`config.mk`:
```
export PLATFORM = sky130hd
export DESIGN_NAME = seq_booth_mult_flat
export DESIGN_NICKNAME = d
export VERILOG_FILES = /design/src/rtl/seq_booth_mult_if.sv /design/src/rtl/seq_booth_mult.sv /design/src/flat_wrapper.sv
export SDC_FILE = /design/constraint.sdc
export NUM_CORES = 1
export LEC_CHECK = 0
export BUFFER_PORTS_ARGS = -buffer_cell sky130_fd_sc_hd__buf_2
export CORE_ASPECT_RATIO = 0.6
export CORE_MARGIN = 2
export CORE_UTILIZATION = 25
export DETAILED_ROUTE_END_ITERATION = 10
export GPL_ROUTABILITY_DRIVEN = 0
export MAX_ROUTING_LAYER = met4
export PLACE_DENSITY = 0.48
export REMOVE_ABC_BUFFERS = 1
export SLEW_MARGIN = 20
export SYNTH_ARGS = -nofsm -noshare
export SYNTH_HDL_FRONTEND = slang
export SYNTH_SLANG_ARGS = --single-unit
export TNS_END_PERCENT = 20
```
`constraint.sdc`:
```
create_clock -name clk -period 3.1 [get_ports clk]
set_input_delay 0.62 -clock clk [delete_from_list [all_inputs] [get_ports clk]]
set_output_delay 0.62 -clock clk [all_outputs]
set_load 0.1 [all_outputs]
```
`src/rtl/seq_booth_mult_if.sv`:
```
// Operand/result bundle for seq_booth_mult.
// master: the operand source that requests a multiply and consumes the product.
// slave:  the multiplier itself.
interface seq_booth_mult_if #(
    parameter int unsigned WIDTH = 8
);
    logic                 start;
    logic                 signed_mode;
    logic [WIDTH-1:0]     a_in;
    logic [WIDTH-1:0]     b_in;
    logic                 busy;
    logic                 done;
    logic [2*WIDTH-1:0]   product;

    modport master (
        output start, signed_mode, a_in, b_in,
        input  busy, done, product
    );

    modport slave (
        input  start, signed_mode, a_in, b_in,
        output busy, done, product
    );
endinterface

```
`src/rtl/seq_booth_mult.sv`:
```
// Sequential radix-2 Booth multiplier: IDLE -> CALC (WIDTH+1 steps) -> DONE -> IDLE.
// Operands are extended by one bit so signed and unsigned share one datapath.
// Build option EARLY_TERM_EN: a zero operand skips CALC and returns product 0 one clock
// after the start edge.
module seq_booth_mult #(
    parameter int unsigned WIDTH = 8
) (
    input logic             clk,
    input logic             reset,
    seq_booth_mult_if.slave bus
);
    localparam int unsigned W1 = WIDTH + 1;
    localparam int unsigned CW = $clog2(WIDTH + 2);
    localparam logic [CW-1:0] LastStep = CW'(W1 - 1);

    localparam logic [1:0] StIdle = 2'd0;
    localparam logic [1:0] StCalc = 2'd1;
    localparam logic [1:0] StDone = 2'd2;

    logic [1:0]         r_state;
    logic [CW-1:0]      r_count;
    logic [W1-1:0]      r_mcand;
    logic [W1-1:0]      r_mplier;
    logic               r_qm1;
    logic [W1:0]        r_acc;
    logic [2*WIDTH-1:0] r_product;

    logic [W1-1:0]      w_a_ext;
    logic [W1-1:0]      w_b_ext;
    logic [W1:0]        w_mcand_ext;
    logic [W1:0]        w_sum;
    logic [W1:0]        w_acc_shift;
    logic [W1-1:0]      w_mplier_shift;
    logic               w_zero_op;

    // Operand extension and one Booth step (add/sub then arithmetic shift of {acc,Q,q-1}).
    always_comb begin
        w_a_ext     = {bus.signed_mode & bus.a_in[WIDTH-1], bus.a_in};
        w_b_ext     = {bus.signed_mode & bus.b_in[WIDTH-1], bus.b_in};
        // Extra acc bit lets -A of the most negative operand stay representable.
        w_mcand_ext = {r_mcand[W1-1], r_mcand};
        unique case ({r_mplier[0], r_qm1})
            2'b01:   w_sum = r_acc + w_mcand_ext;
            2'b10:   w_sum = r_acc - w_mcand_ext;
            default: w_sum = r_acc;
        endcase
        w_acc_shift    = {w_sum[W1], w_sum[W1:1]};
        w_mplier_shift = {w_sum[0], r_mplier[W1-1:1]};
    end

`ifdef EARLY_TERM_EN
    assign w_zero_op = (bus.a_in == '0) || (bus.b_in == '0);
`else
    assign w_zero_op = 1'b0;
`endif

    // Control FSM and datapath registers; reset wins over everything.
    always_ff @(posedge clk) begin
        if (reset) begin
            r_state   <= StIdle;
            r_count   <= '0;
            r_mcand   <= '0;
            r_mplier  <= '0;
            r_qm1     <= 1'b0;
            r_acc     <= '0;
            r_product <= '0;
        end else begin
            case (r_state)
                StIdle: begin
                    if (bus.start) begin
                        if (w_zero_op) begin
                            r_state   <= StDone;
                            r_product <= '0;
                        end else begin
                            r_state  <= StCalc;
                            r_mcand  <= w_a_ext;
                            r_mplier <= w_b_ext;
                            r_qm1    <= 1'b0;
                            r_acc    <= '0;
                            r_count  <= '0;
                        end
                    end
                end
                StCalc: begin
                    r_acc    <= w_acc_shift;
                    r_mplier <= w_mplier_shift;
                    r_qm1    <= r_mplier[0];
                    r_count  <= r_count + CW'(1);
                    if (r_count == LastStep) begin
                        r_state   <= StDone;
                        r_product <= {w_acc_shift[WIDTH-2:0], w_mplier_shift};
                    end
                end
                StDone:  r_state <= StIdle;
                default: r_state <= StIdle;
            endcase
        end
    end

    assign bus.busy    = (r_state == StCalc) || (r_state == StDone);
    assign bus.done    = (r_state == StDone);
    assign bus.product = r_product;

endmodule
```
`src/flat_wrapper.sv`:
```
// flat-port wrapper written by rule: the top's interface ports become plain ports
module seq_booth_mult_flat 
#(
    parameter int unsigned WIDTH = 8
)
  (clk, reset, bus_start, bus_signed_mode, bus_a_in, bus_b_in, bus_busy, bus_done, bus_product);
  seq_booth_mult_if #(.WIDTH(WIDTH)) bus_i ();
  input logic clk;
  input logic reset;
  input wire logic [$bits(bus_i.start)-1:0] bus_start;
  input wire logic [$bits(bus_i.signed_mode)-1:0] bus_signed_mode;
  input wire logic [$bits(bus_i.a_in)-1:0] bus_a_in;
  input wire logic [$bits(bus_i.b_in)-1:0] bus_b_in;
  output wire logic [$bits(bus_i.busy)-1:0] bus_busy;
  output wire logic [$bits(bus_i.done)-1:0] bus_done;
  output wire logic [$bits(bus_i.product)-1:0] bus_product;
  assign bus_i.start = bus_start;
  assign bus_i.signed_mode = bus_signed_mode;
  assign bus_i.a_in = bus_a_in;
  assign bus_i.b_in = bus_b_in;
  assign bus_busy = bus_i.busy;
  assign bus_done = bus_i.done;
  assign bus_product = bus_i.product;
  seq_booth_mult #(.WIDTH(WIDTH)) u_core (.clk(clk), .reset(reset), .bus(bus_i));
endmodule
```
==> key figures <==
Outcome
  – Outcome: complete, no violations

Floorplan
  – Number of I/O pins: 38
  – Standard-cell rows: 29
  – DIE AREA: ~12000 µm²
  – Die W: 137.6 µm
  – Initial Util: between 20% and 30%
  – Die Y-Extent: 84.15 µm
  – Core area: around 10000 µm²

GRT
  – First-pass GRT wire length: 11.39 mm
  – Largest net degree at the start of global routing: 27
  – Gr usage total: between 10% and 20%
  – Vias in the first global route: between 2000 and 2500
  – Grt total ovfl: 0
  – Initial antenna violation count: 0

Drt
  – Vias per inst: between 4 and 5
  – DRC Markers: 0
  – Vias: 2358
  – DR WL/cell: approximately 14 µm
  – DR pass1 iterations: 7
  – DRT Wirelength: between 6 and 7 mm
  – Iteration-0 DRC Markers: between 90 and 100
  – DRT antenna net count: 0

Setup path
  – Required @ worst endpoint: roughly 3.3 ns
  – Launch point of the worst reg-to-reg path: u_core.r_mplier[0]
  – Critical path endpoint: u_core.r_acc[7]
  – CP max FO: 10
  – R2r setup slk: around 0.34 ns
  – Setup CP Type: flip-flop to flip-flop
  – Reg-to-Reg End: u_core.r_acc[7]
  – Arr. time, crit path: around 2.9 ns
  – Worst setup SP type: flip-flop
  – Crit. End Element: flip-flop
  – Reg2Reg Depth: 10
  – Crit path from: u_core.r_mplier[0]

STA
  – Post-layout min period: 2.764 ns
  – RSZ-0062 raised after global routing: no
  – Slew HR: a little under three fifths
  – FMAX: between 300 and 400 MHz
  – Min Hold Slack: 0.4544 ns
  – Slew Limit Fails: 0
  – Clock skew: ~0.017 ns
  – Fin. Hold Viols: 0
  – # setup viols final: 0
  – Fin crit share: approximately 89%
  – Worst-margin pin slew: roughly 0.66 ns
  – Setup TNS: 0 ns

Clock network
  – CTS tree: built
  – # hold bufs at CTS: 0
  – Clock transition at path regs: around 0.070 ns
  – CTS max path bufs: 2
  – Root Driver: clkbuf_16
  – Total CTS buffers: 5
  – H-tree depth: 2
  – Number of setup buffers added after CTS: 0
  – Num Clock Sinks: 50
  – Clock latency on the worst-skew pair: approximately 0.30 ns
  – Post-CTS Resized: 0

Cells and area
  – Fin cells: 500
  – Area grow syn2layout: 18.37%
  – # diodes: 0
  – Layout cells sized above 1: 15.51%
  – Final nets: 397
  – Filler instances: approximately 1100
  – Commonest cells after routing, fill and taps aside: 50 x nand2_1, 50 x dfxtp_1, 40 x a21oi_1, 37 x nor2_1, 37 x buf_2

Logic synthesis
  – Seq/Total Area, Yosys: between 30% and 40%
  – Post-Syn Area: ~2700 µm²
  – Ys Warns: 0
  – Flops & latches, synth: 50
  – Top_reg_cell synth: dfxtp_1
  – Avg Inst Size Synth: between 8 and 9 µm²
  – Syn Inst Count: 329
  – Post-synth EDFFs: 0
  – FFs w/ async S/R, synth: 0%
  – Number of distinct library cells after synthesis: 48

Run
  – Max_cap viols: 0

Place
  – Port buffer count: 37
  – Placed cell count: about 490
  – Post-DP HPWL: 5.010 mm

Power
  – Worst IR Drop VDD: 0.2094 mV
  – Leak: approximately 1.3 nW
  – Pwr dens: 557.1 nW/µm²

Worst hold path
  – Worst hold path type: flip-flop to flip-flop
==> cell usage after synthesis (3+ instances only) <==
cell type | number | area [µm²]
a211oi_1 | 12 | 90.09
a21oi_1 | 40 | 200.2
a22oi_1 | 6 | 45.04
a311oi_1 | 3 | 26.28
a31oi_1 | 3 | 18.77
clkbuf_1 | 13 | 48.80
dfxtp_1 | 50 | 1001
ha_1 | 16 | 200.2
inv_1 | 15 | 56.30
mux2i_1 | 11 | 110.1
nand2_1 | 50 | 187.7
nand2b_1 | 5 | 31.28
nand3b_1 | 4 | 30.03
nor2_1 | 37 | 138.9
nor3_1 | 4 | 20.02
o21ai_0 | 8 | 40.04
xnor2_1 | 10 | 87.58
==> per-layer routing <==
| metal | vias up | GRT usage, % | part of all wire, % |
|---|---|---|---|
| li1 | 1200 | - | - |
| met5 | - | - | 0 |
| met4 | 0 | 1.687 | 0.43 |
| met1 | 1104 | 19.79 | 56 |
| met3 | 6 | 3.261 | 4.5 |
| met2 | 48 | 17.28 | 39 |
==> critical path, cell delays in order (launching register included) <==
cell and delay [ns]:
dfxtp_1 0.36, ha_1 0.36, nor2_1 0.10, xnor2_1 0.20
ha_1 0.31, nor2b_4 0.15, o31a_1 0.26, or4_1 0.41
a31oi_1 0.21, xnor2_1 0.17, a211oi_2 0.09
==> state kept, by name, indices dropped and copies added, names as in the netlist <==
name,count
u_core.bus.product,16
u_core.r_acc,9
u_core.r_mcand,9
u_core.r_mplier,9
u_core.r_count,4
u_core.r_state,2
u_core.r_qm1,1
==> cell type report <==
| cell class | count | area, µm² | share of cell area, % |
|---|---|---|---|
| clock inverters | 3 | 47.55 | 1.501 |
| clock buffers | 5 | 125.1 | 3.949 |
| well taps | 139 | 173.9 | 5.490 |
| repair buffers | 42 | 222.7 | 7.030 |
| inverters | 15 | 56.30 | 1.777 |
| multi-input cells | 246 | 1541 | 48.66 |
| flip-flops and latches | 50 | 1001 | 31.60 |
==> worst min-delay path by stage <==
| stage | slack, ns | depth (start not counted) | endpoint | from |
|---|---|---|---|---|
| CTS | 0.46 | 2 | u_core.bus.product[4] | u_core.bus.product[4] |
| global route | 0.47 | 2 | u_core.bus.product[5] | u_core.bus.product[5] |
| finish | 0.45 | 2 | u_core.bus.product[4] | u_core.bus.product[4] |
| detailed placement | 0.45 | 2 | u_core.bus.product[4] | u_core.bus.product[4] |
| floorplan | 0.44 | 2 | u_core.bus.product[0] | u_core.r_mplier[1] |
| global placement | 0.44 | 2 | u_core.bus.product[5] | u_core.bus.product[5] |
==> report_power, final <==
part	total [mW]	internal [mW]	switching, mW
registers	0.695	0.669	0.0261
clock network	0.648	0.386	0.262
logic	0.422	0.171	0.251
total	1.76	1.23	0.539
==> logic make-up (layout without fill, tap and decap cells) <==
| kind of cell | count (synthesis) | count (layout) | share of synthesized area (%) |
|---|---|---|---|
| flops | 50 | 50 | 37.40 |
| buf+inv | 33 | 65 | 5.143 |
| mux | 13 | 13 | 4.956 |
| compound gates | 88 | 88 | 20.48 |
| xor+xnor | 13 | 13 | 4.768 |
| fa+ha+maj | 17 | 17 | 8.228 |
| simple gates | 115 | 115 | 19.03 |
==> per-stage QoR <==
stage / total power, mW / setup slack, ns / cell area (µm²) / utilization (%)
2_1_floorplan: 1.013 / 0.6045 / 2595 / -
3_3_place_gp: 1.126 / 0.4021 / 2992 / 28.53
3_5_place_dp: 1.128 / 0.3631 / 2992 / 28.53
4_1_cts: 1.784 / 0.3293 / 3164 / 30.18
5_1_grt: 1.866 / 0.08684 / 3168 / 30.21
6_report: 1.765 / 0.3355 / 3168 / 30.21
Power figures use the tool's default switching activity.
